**src/rtl/mem_load_unit_if.sv**
```systemverilog
// ---------------------------------------------------------------------------
// mem_load_unit_if
// Groups the request, data-memory bus and response signals of mem_load_unit.
//   Request : ReqValid/ReqReady handshake, ReqWrite, ReqAddr, ReqFunct3, ReqWData
//   Bus     : BusReq/BusAck handshake, BusWe, BusAddr, BusBe, BusWData, BusRData
//   Response: RspValid pulse, RspRawMem, RspMisalign, RspTimeout
// Modport slave is the load unit's view: it serves requests and drives the
// bus. Modport master is the surrounding pipeline and memory.
// ---------------------------------------------------------------------------
interface mem_load_unit_if;
  logic        ReqValid;
  logic        ReqReady;
  logic        ReqWrite;
  logic [31:0] ReqAddr;
  logic [2:0]  ReqFunct3;
  logic [31:0] ReqWData;
  logic        BusReq;
  logic        BusWe;
  logic [31:0] BusAddr;
  logic [3:0]  BusBe;
  logic [31:0] BusWData;
  logic        BusAck;
  logic [31:0] BusRData;
  logic        RspValid;
  logic [31:0] RspRawMem;
  logic        RspMisalign;
  logic        RspTimeout;

  modport slave (
    input  ReqValid, ReqWrite, ReqAddr, ReqFunct3, ReqWData, BusAck, BusRData,
    output ReqReady, BusReq, BusWe, BusAddr, BusBe, BusWData,
    output RspValid, RspRawMem, RspMisalign, RspTimeout
  );

  modport master (
    output ReqValid, ReqWrite, ReqAddr, ReqFunct3, ReqWData, BusAck, BusRData,
    input  ReqReady, BusReq, BusWe, BusAddr, BusBe, BusWData,
    input  RspValid, RspRawMem, RspMisalign, RspTimeout
  );
endinterface

```
**src/rtl/mem_load_unit.sv**
```systemverilog
// ---------------------------------------------------------------------------
// mem_load_unit
// Data-memory access stage. Accepts one load/store at a time, runs a
// request/acknowledge cycle on a word-wide bus, and returns load data
// right-justified and zero-filled above the access size. Misaligned or
// illegal-size accesses and bus timeouts are reported instead of issued.
// Ports:
//   clk    - clock, all state changes on the rising edge
//   rst_n  - synchronous reset, active-low
//   io     - mem_load_unit_if.slave (request, bus and response signals)
// Parameter:
//   TIMEOUT - max cycles BusReq waits for BusAck (2..255)
// ---------------------------------------------------------------------------
module mem_load_unit #(
  parameter int TIMEOUT = 16
) (
  input  logic            clk,
  input  logic            rst_n,
  mem_load_unit_if.slave  io
);

  typedef enum logic [1:0] {S_IDLE, S_BUS, S_RESP} state_t;

  localparam logic [7:0] LAST_CNT = 8'(TIMEOUT - 1);

  state_t      r_state;
  logic [7:0]  r_cnt;
  logic [1:0]  r_size;
  logic [1:0]  r_off;
  logic        r_ready;
  logic        r_bus_req;
  logic        r_bus_we;
  logic [31:0] r_bus_addr;
  logic [3:0]  r_bus_be;
  logic [31:0] r_bus_wdata;
  logic        r_rsp_valid;
  logic [31:0] r_rsp_raw;
  logic        r_rsp_mis;
  logic        r_rsp_to;

  logic [1:0]  w_size;
  logic [1:0]  w_off;
  logic        w_misalign;
  logic [3:0]  w_be;
  logic [31:0] w_wdata;
  logic [31:0] w_shifted;
  logic [31:0] w_load;
  logic        w_unused;

  // funct3[2] (signedness) belongs to the sign extender downstream.
  assign w_unused = io.ReqFunct3[2];

  assign w_size = io.ReqFunct3[1:0];
  assign w_off  = io.ReqAddr[1:0];

  always_comb begin
    w_misalign = 1'b0;
    w_be       = 4'b1111;
    w_wdata    = io.ReqWData;
    case (w_size)
      2'b00: begin
        w_be    = 4'b0001 << w_off;
        w_wdata = {4{io.ReqWData[7:0]}};
      end
      2'b01: begin
        w_misalign = w_off[0];
        w_be       = 4'b0011 << w_off;
        w_wdata    = {2{io.ReqWData[15:0]}};
      end
      2'b10: w_misalign = (w_off != 2'b00);
      default: w_misalign = 1'b1;
    endcase
  end

  // Bring the addressed lane(s) down to bit 0, then clear everything above
  // the access size; sign extension happens in the next stage.
  assign w_shifted = io.BusRData >> {r_off, 3'b000};

  always_comb begin
    case (r_size)
      2'b00:   w_load = {24'b0, w_shifted[7:0]};
      2'b01:   w_load = {16'b0, w_shifted[15:0]};
      default: w_load = w_shifted;
    endcase
  end

  always_ff @(posedge clk) begin
    if (!rst_n) begin
      r_state     <= S_IDLE;
      r_cnt       <= '0;
      r_size      <= '0;
      r_off       <= '0;
      r_ready     <= 1'b0;
      r_bus_req   <= 1'b0;
      r_bus_we    <= 1'b0;
      r_bus_addr  <= '0;
      r_bus_be    <= '0;
      r_bus_wdata <= '0;
      r_rsp_valid <= 1'b0;
      r_rsp_raw   <= '0;
      r_rsp_mis   <= 1'b0;
      r_rsp_to    <= 1'b0;
    end else begin
      case (r_state)
        S_IDLE: begin
          r_ready <= 1'b1;
          if (io.ReqValid && r_ready) begin
            r_ready <= 1'b0;
            if (w_misalign) begin
              r_state     <= S_RESP;
              r_rsp_valid <= 1'b1;
              r_rsp_mis   <= 1'b1;
            end else begin
              r_state     <= S_BUS;
              r_cnt       <= '0;
              r_size      <= w_size;
              r_off       <= w_off;
              r_bus_req   <= 1'b1;
              r_bus_we    <= io.ReqWrite;
              r_bus_addr  <= {io.ReqAddr[31:2], 2'b00};
              r_bus_be    <= w_be;
              r_bus_wdata <= w_wdata;
            end
          end
        end
        S_BUS: begin
          // Ack is checked first so an ack in the last allowed cycle wins.
          if (io.BusAck || r_cnt == LAST_CNT) begin
            r_state     <= S_RESP;
            r_bus_req   <= 1'b0;
            r_bus_we    <= 1'b0;
            r_bus_addr  <= '0;
            r_bus_be    <= '0;
            r_bus_wdata <= '0;
            r_rsp_valid <= 1'b1;
            if (io.BusAck) begin
              r_rsp_raw <= r_bus_we ? 32'd0 : w_load;
            end else begin
              r_rsp_to  <= 1'b1;
            end
          end else begin
            r_cnt <= r_cnt + 8'd1;
          end
        end
        default: begin
          r_state     <= S_IDLE;
          r_ready     <= 1'b1;
          r_rsp_valid <= 1'b0;
          r_rsp_raw   <= '0;
          r_rsp_mis   <= 1'b0;
          r_rsp_to    <= 1'b0;
        end
      endcase
    end
  end

  assign io.ReqReady    = r_ready;
  assign io.BusReq      = r_bus_req;
  assign io.BusWe       = r_bus_we;
  assign io.BusAddr     = r_bus_addr;
  assign io.BusBe       = r_bus_be;
  assign io.BusWData    = r_bus_wdata;
  assign io.RspValid    = r_rsp_valid;
  assign io.RspRawMem   = r_rsp_raw;
  assign io.RspMisalign = r_rsp_mis;
  assign io.RspTimeout  = r_rsp_to;

endmodule

```
**src/flat_wrapper.sv**
```systemverilog
// flat-port wrapper written by rule: the top's interface ports become plain ports
module mem_load_unit_flat 
#(
  parameter int TIMEOUT = 16
)
  (clk, rst_n, io_ReqValid, io_ReqWrite, io_ReqAddr, io_ReqFunct3, io_ReqWData, io_BusAck, io_BusRData, io_ReqReady, io_BusReq, io_BusWe, io_BusAddr, io_BusBe, io_BusWData, io_RspValid, io_RspRawMem, io_RspMisalign, io_RspTimeout);
  mem_load_unit_if io_i ();
  input  logic clk;
  input  logic rst_n;
  input wire logic [$bits(io_i.ReqValid)-1:0] io_ReqValid;
  input wire logic [$bits(io_i.ReqWrite)-1:0] io_ReqWrite;
  input wire logic [$bits(io_i.ReqAddr)-1:0] io_ReqAddr;
  input wire logic [$bits(io_i.ReqFunct3)-1:0] io_ReqFunct3;
  input wire logic [$bits(io_i.ReqWData)-1:0] io_ReqWData;
  input wire logic [$bits(io_i.BusAck)-1:0] io_BusAck;
  input wire logic [$bits(io_i.BusRData)-1:0] io_BusRData;
  output wire logic [$bits(io_i.ReqReady)-1:0] io_ReqReady;
  output wire logic [$bits(io_i.BusReq)-1:0] io_BusReq;
  output wire logic [$bits(io_i.BusWe)-1:0] io_BusWe;
  output wire logic [$bits(io_i.BusAddr)-1:0] io_BusAddr;
  output wire logic [$bits(io_i.BusBe)-1:0] io_BusBe;
  output wire logic [$bits(io_i.BusWData)-1:0] io_BusWData;
  output wire logic [$bits(io_i.RspValid)-1:0] io_RspValid;
  output wire logic [$bits(io_i.RspRawMem)-1:0] io_RspRawMem;
  output wire logic [$bits(io_i.RspMisalign)-1:0] io_RspMisalign;
  output wire logic [$bits(io_i.RspTimeout)-1:0] io_RspTimeout;
  assign io_i.ReqValid = io_ReqValid;
  assign io_i.ReqWrite = io_ReqWrite;
  assign io_i.ReqAddr = io_ReqAddr;
  assign io_i.ReqFunct3 = io_ReqFunct3;
  assign io_i.ReqWData = io_ReqWData;
  assign io_i.BusAck = io_BusAck;
  assign io_i.BusRData = io_BusRData;
  assign io_ReqReady = io_i.ReqReady;
  assign io_BusReq = io_i.BusReq;
  assign io_BusWe = io_i.BusWe;
  assign io_BusAddr = io_i.BusAddr;
  assign io_BusBe = io_i.BusBe;
  assign io_BusWData = io_i.BusWData;
  assign io_RspValid = io_i.RspValid;
  assign io_RspRawMem = io_i.RspRawMem;
  assign io_RspMisalign = io_i.RspMisalign;
  assign io_RspTimeout = io_i.RspTimeout;
  mem_load_unit #(.TIMEOUT(TIMEOUT)) u_core (.clk(clk), .rst_n(rst_n), .io(io_i));
endmodule
```
**config.mk**
```make
export PLATFORM = sky130hd
export DESIGN_NAME = mem_load_unit_flat
export DESIGN_NICKNAME = d
export VERILOG_FILES = /design/src/rtl/mem_load_unit_if.sv /design/src/rtl/mem_load_unit.sv /design/src/flat_wrapper.sv
export SDC_FILE = /design/constraint.sdc
export NUM_CORES = 1
export LEC_CHECK = 0
export CAP_MARGIN = 30
export CORE_MARGIN = 8
export CORE_UTILIZATION = 30
export CTS_CLUSTER_SIZE = 20
export DETAILED_ROUTE_END_ITERATION = 8
export SYNTH_ARGS = -nofsm -noshare
export SYNTH_HDL_FRONTEND = slang
export SYNTH_SLANG_ARGS = --single-unit
```
**constraint.sdc**
```tcl
create_clock -name clk -period 2.8 [get_ports clk]
set_clock_uncertainty 0.2 [all_clocks]
set_input_delay 0.56 -clock clk [delete_from_list [all_inputs] [get_ports clk]]
set_output_delay 0.56 -clock clk [all_outputs]
set_load 0.02 [all_outputs]
```
==> reports/qor.yml, run 1 <==
place:
  place.gp.congestion: 0.765
  hpwl_um: 12200
  preCtsSetupSlack_ns: 0.0702
  numPortBuffers: 206
global_routing:
  grtUsageTotal: 0.159
  grt_pass1_vias: 4721
  antenna_found_initial: 0
  grt_max_degree: 62
  overflow: 0
  grt_pass1_wl_um: 25600
sta:
  worst_hold_slack_ns: 0.245
  rsz0062_at_grt: "no"
  timing.final.crit_share: 0.829
  post-route-min-period_ns: 2.32
  relSlewSlack: 0.354
  drv_slew: 0
  fmax_mhz: 431
  setup_viol: 0
  final_hold_viol_count: 0
  layout_setup_ws_ns: 0.480
  worst_slew_pin_slew_ns: 0.966
  fin_setup_tns_ns: 0
power:
  powerDensity_nw_per_um2: 554
  p_total_uw: 4310
  leakage_uw: 0.00287
  ir_drop_uv: 452
yosys:
  synth_top_area_cell: "dfxtp_1"
  ys_seq_area_frac: 0.484
  synth_cell_type_count: 46
  syn_area_per_cell_sq_um: 10.4
  synth_top_area_frac: 0.484
  syn-instance-count: 470
  ys.flop_type: "dfxtp_1"
  synth_area_leaders: "dfxtp_1, mux2i_1, a22o_1, a22oi_1, o2bb2ai_1"
  postSynth.asyncResetShare: 0
  yosys_warnings: 0
  synth_edf_count: 0
  syn_area_sq_um: 4880
  ys_ff_latch: 118
worst_setup_path:
  r2r_start: "u_core.r_cnt[4]"
  worstSetupPathType: "in -> reg"
  critical_path_arrival_ns: 2.46
  reg2reg_slack_ns: 0.49
  start_kind: "input port"
  crit_fanout: 4
  reg2regPathDepth: 5
  reg2reg_to: "u_core.io.BusBe[1]"
  endpoint_kind: "flip-flop"
  cp.required_ns: 2.94
clock_network:
  clock_sinks: 118
  path_clk_slew_ns: 0.05
  hold_buffers: 0
  clock_path_buffers: 2
  cts.htree.levels: 4
  postCtsSetupBuffers: 0
  cts_tree: "built"
  ctsRootBufferMaster: "clkbuf_16"
  cts_made_buffers: 17
  clock_latency_ns: 0.40
  cts_resized: 0
drt:
  routed_wirelength_um: 16400
  drc: 0
  vias: 4503
  drt_pass1_iterations: 4
  detail_route.wl_per_cell_um: 18.1
  dr.first_iter.drc_count: 174
  vias_per_cell: 4.98
  final_antenna_net_count: 0
cells_and_area:
  layout-drive-gt1-share: 0.105
  num_antenna_cells: 0
  register_area_sq_um: 2360
  syn_to_final_growth_pct: 59.5
  nets: 782
  multi_input_area_sq_um: 2340
  fillCellCount: 1508
worst_hold_path:
  min-delay-start: "u_core.io.RspValid"
  hold_path.class: "reg -> reg"
  whs_path_depth: 2
  min_to: "u_core.io.RspValid"
status:
  outcome: "finished, final reports clean"
floorplanning:
  die_h_um: 144
  core_sq_um: 15900
  die_w_um: 144
  start_util: 0.307
  rows: 46
  io_pins: 210
  dieArea_sq_um: 20600
flow_run:
  max-cap-violations: 0
[synthesized netlist by cell type (2+ instances only)]
| master | count |
|---|---|
| dfxtp_1 | 118 |
| mux2i_1 | 47 |
| nor2_1 | 47 |
| a22o_1 | 42 |
| a22oi_1 | 32 |
| nand2_1 | 29 |
| o2bb2ai_1 | 26 |
| clkbuf_1 | 21 |
| buf_2 | 13 |
| o21ai_0 | 11 |
| a21oi_1 | 10 |
| mux2_2 | 8 |
| mux4_2 | 8 |
| nand3_1 | 8 |
| inv_1 | 4 |
| a2111o_1 | 3 |
| buf_1 | 3 |
| o2111ai_1 | 3 |
| o21a_1 | 3 |
| a211oi_1 | 2 |
| a21o_1 | 2 |
| buf_4 | 2 |
| nand4_1 | 2 |
| nor4bb_1 | 2 |
| o21ai_1 | 2 |
| or2_2 | 2 |
[report_power, final]
part / internal, uW / leakage (uW) / switching, uW / total [uW]
Sequential: 1720 / 0.000954 / 28.7 / 1750
Clock: 1300 / 0.000270 / 716 / 2020
Combinational: 294 / 0.00164 / 248 / 542
[logic make-up (layout without fill, tap and decap cells)]
group	after synthesis	count (layout)	share of synthesized area
compound gates	140	140	0.225
fa+ha+maj	1	1	0.00256
buf+inv	45	262	0.0410
flops	118	118	0.484
mux	63	63	0.152
other cells	1	2	0.000769
simple gates	102	102	0.0949
[worst max path at each step]
stage / start / to / slack, ns / cells past startpoint
after floorplan: io_ReqAddr[0] / u_core.io.BusAddr[10] / 0.63 / 6
after CTS: io_BusAck / u_core.io.RspRawMem[31] / 0.48 / 6
final: io_BusAck / u_core.io.RspRawMem[31] / 0.48 / 6
after global routing: io_BusAck / u_core.io.RspRawMem[31] / 0.35 / 6
after detailed placement: io_BusAck / u_core.io.RspRawMem[31] / 0.07 / 6
after global placement: io_BusAck / u_core.io.RspRawMem[29] / 0.11 / 6
[flip-flops by register name, summed over array words and instances, names as in the netlist, 2 cells and up]
register / count
u_core.io.BusBe: 4
u_core.r_size: 2
u_core.io.RspRawMem: 32
u_core.r_state: 2
u_core.r_cnt: 8
u_core.io.BusAddr: 30
u_core.r_off: 2
u_core.io.BusWData: 32
[layout make-up]
type                    count  area share
clock buffers              26      0.0642
clock inverters             4     0.00579
inverters                   5     0.00241
multi-input cells         308       0.301
flip-flops and latches    118       0.304
well taps                 216      0.0347
repair buffers            227       0.289
[cells in the final DEF, fill, tap and decap left out, types with 2 or more instances in the layout]
| cell | synthesis | final |
|---|---|---|
| mux2_2 | 8 | 8 |
| mux2i_1 | 47 | 47 |
| clkbuf_16 | 0 | 17 |
| a22oi_1 | 32 | 32 |
| o21ai_0 | 11 | 11 |
| a22o_1 | 42 | 42 |
| clkbuf_8 | 0 | 4 |
| mux4_2 | 8 | 8 |
| o2bb2ai_1 | 26 | 26 |
| a21o_1 | 2 | 2 |
| a21oi_1 | 10 | 9 |
| a211oi_1 | 2 | 2 |
| o21a_1 | 3 | 3 |
| o21ai_1 | 2 | 2 |
| or2_2 | 2 | 2 |
| clkbuf_1 | 21 | 5 |
| buf_12 | 0 | 2 |
| clkinv_2 | 0 | 3 |
| buf_4 | 2 | 19 |
| nand2_1 | 29 | 29 |
| a2111o_1 | 3 | 3 |
| clkdlybuf4s50_1 | 0 | 206 |
| conb_1 | 1 | 2 |
| nand4_1 | 2 | 2 |
| nor2_1 | 47 | 46 |
| dfxtp_1 | 118 | 118 |
| nand3_1 | 8 | 8 |
| inv_1 | 4 | 4 |
| o2111ai_1 | 3 | 3 |
[worst max-delay path: stages]
cell and delay, ns:
clkdlybuf4s50_1 0.54, nor4bb_2 0.45, nor4bb_1 0.50, buf_4 0.23, a22oi_1 0.07, nor2_1 0.10
[stage by stage]
stage | instance area, sq um | util | cells
3_5_place_dp | 7230 | 0.455 | 874
2_1_floorplan | 4880 | - | 471
3_3_place_gp | 7230 | 0.455 | 874
4_1_cts | 7780 | 0.490 | 904
5_1_grt | 7780 | 0.490 | 904
6_report | 7780 | 0.490 | 904
[routing by layer]
metal	vias up	part of all wire	global-route usage
met4	0	0.012	0.0476
li1	2166	-	-
met2	172	0.46	0.258
met1	2150	0.42	0.180
met3	15	0.10	0.0806
met5	-	0	0
No activity file was read; power rests on OpenSTA's default activity.
==> run 2: changes to the inputs <==
Clock period 2.8 ns to 2.2 ns, I/O delays scaled along.
==> reports/qor.yml, run 2 (synthesis gave the netlist of run 1 again) <==
drt:
  routed_wirelength_um: 16700
  final_antenna_net_count: 0
  drc: 0
  routed.top_layer: "met4"
  vias_per_cell: 4.95
  wl_met1_um: 6820
  route.met2.wl_um: 7910
  dr_wl_met3_um: 1680
  vias: 4581
  drt_pass1_iterations: 4
  detail_route.wl_per_cell_um: 18.0
  dr.first_iter.drc_count: 211
cells_and_area:
  syn_to_final_growth_pct: 65.4
  register_area_sq_um: 2360
  final_cell_mix: "clkdlybuf4s50_1, dfxtp_1, mux2i_1"
  final_area_sq_um: 8070
  fin_util: 0.508
  fillCellCount: 1476
  multi_input_area_sq_um: 2360
  layout-drive-gt1-share: 0.133
  nets: 804
  final_common_cell: "clkdlybuf4s50_1"
worst_setup_path:
  critical_path_arrival_ns: 2.23
  reg2regPathDepth: 5
  path_buf_inv: 1
  cpLargestDelayFamily: "compound AO/OA/AOI/OAI gates"
  start_kind: "flip-flop"
  crit_fanout: 23
  cpMaxStageDelayCell: "or4_4"
  crit_chain: "or4_4, o21a_4, o31a_4, buf_12, a22o_1"
  crit_start: "u_core.r_cnt[5]"
  reg2reg_to: "u_core.io.BusAddr[14]"
  worstSetupPathType: "reg -> reg"
  cp.depth: 5
  reg2reg_slack_ns: 0.06
  slowest_delay_ns: 0.55
  critPathCapture: "u_core.io.BusAddr[14]"
  cp.required_ns: 2.29
  endpoint_kind: "flip-flop"
  r2r_start: "u_core.r_cnt[5]"
global_routing:
  grt_pass1_vias: 4820
  antenna_found_initial: 1
  grt_pass1_wl_um: 26200
  overflow: 0
  grt_max_degree: 44
  grtUsageTotal: 0.163
power:
  powerDensity_nw_per_um2: 709
  leakage_uw: 0.00302
  ir_drop_uv: 474
status:
  outcome: "finished, final reports clean"
clock_network:
  clock_sinks: 118
  cts.htree.levels: 4
  path_clk_slew_ns: 0.05
  clock_path_buffers: 2
  cts_made_buffers: 17
  cts_tree: "built"
  clock_latency_ns: 0.41
  ctsRootBufferMaster: "clkbuf_16"
floorplanning:
  core_sq_um: 15900
  rows: 46
  die_w_um: 144
  io_pins: 210
  die_h_um: 144
  start_util: 0.307
  dieArea_sq_um: 20600
place:
  numPortBuffers: 206
  hpwl_um: 12500
  placed_cell_area_sq_um: 7420
  preCtsSetupSlack_ns: -0.284
  place.gp.congestion: 0.810
sta:
  drv_slew: 0
  relSlewSlack: 0.384
  timing.final.crit_share: 0.971
  final_hold_viol_count: 0
  worst_hold_slack_ns: 0.241
  fmax_mhz: 468
  post-route-min-period_ns: 2.14
  layout_setup_ws_ns: 0.0639
  worst_slew_pin_slew_ns: 0.921
  setup_viol: 0
  rsz0062_at_grt: "no"
worst_hold_path:
  hold_path.class: "reg -> reg"
flow_run:
  max-cap-violations: 0
==> run 2: cell types whose count changed in the layout (fill, tap and decap cells not counted), sizes merged <==
cell / before / now
diode: 0 / 1
buf: 21 / 43
bufinv: 1 / 3
clkinv: 4 / 2
clkbuf: 26 / 25
==> run 2: stage by stage <==
stage	power [uW]	TNS, ns	cells
after floorplan	2580	0	471
after global placement	2980	-15.59	894
after detailed placement	2990	-16.57	894
after CTS	5800	0	925
after global routing	5940	0	926
final	5720	0	926
==> run 2: what timing repair did <==
item                                    in CTS  in global routing
endpoints found under the setup margin       6                 49
hold buffers                                 0                  0
buffers inserted                             1                  0
pin swaps                                    2                  3
gates cloned                                 1                  0
resized for setup                            4                  2
==> run 2: worst register-to-register path: cells and delay by family (launching register included) <==
kind	cells	cell delay (ns)
simple gates	1	0.55
flops	1	0.31
buf+inv	1	0.18
compound gates	3	0.78
==> run 2: worst min-delay path by stage <==
stage | start | endpoint | slack, ns | cells past startpoint
floorplan | u_core.r_cnt[7] | u_core.r_cnt[7] | 0.25 | 2
finish | u_core.io.RspValid | u_core.io.RspValid | 0.24 | 2
detailed placement | u_core.io.RspValid | u_core.io.RspValid | 0.24 | 2
CTS | u_core.io.RspValid | u_core.io.RspValid | 0.24 | 2
global route | u_core.io.RspValid | u_core.io.RspValid | 0.26 | 2
global placement | u_core.io.BusReq | u_core.io.BusReq | 0.24 | 1
==> run 2: layout make-up <==
type	instances	share of cell area
timing repair buffer	249	0.307
clock inverter	4	0.0118
multi-input combinational	308	0.292
sequential	118	0.293
inverter	5	0.00233
antenna	1	0.000310
tap	216	0.0335
clock buffer	25	0.0602
==> run 2: power by group <==
part	total (uW)	switching, uW	internal (uW)
logic	737	329	408
clock network	2760	910	1850
registers	2230	35.6	2190
==> run 2: per-layer routing <==
| layer | vias to the layer above | global-route usage |
|---|---|---|
| met1 | 2169 | 0.182 |
| met3 | 23 | 0.0766 |
| met4 | 0 | 0.0576 |
| met5 | - | 0 |
| li1 | 2224 | - |
| met2 | 165 | 0.266 |
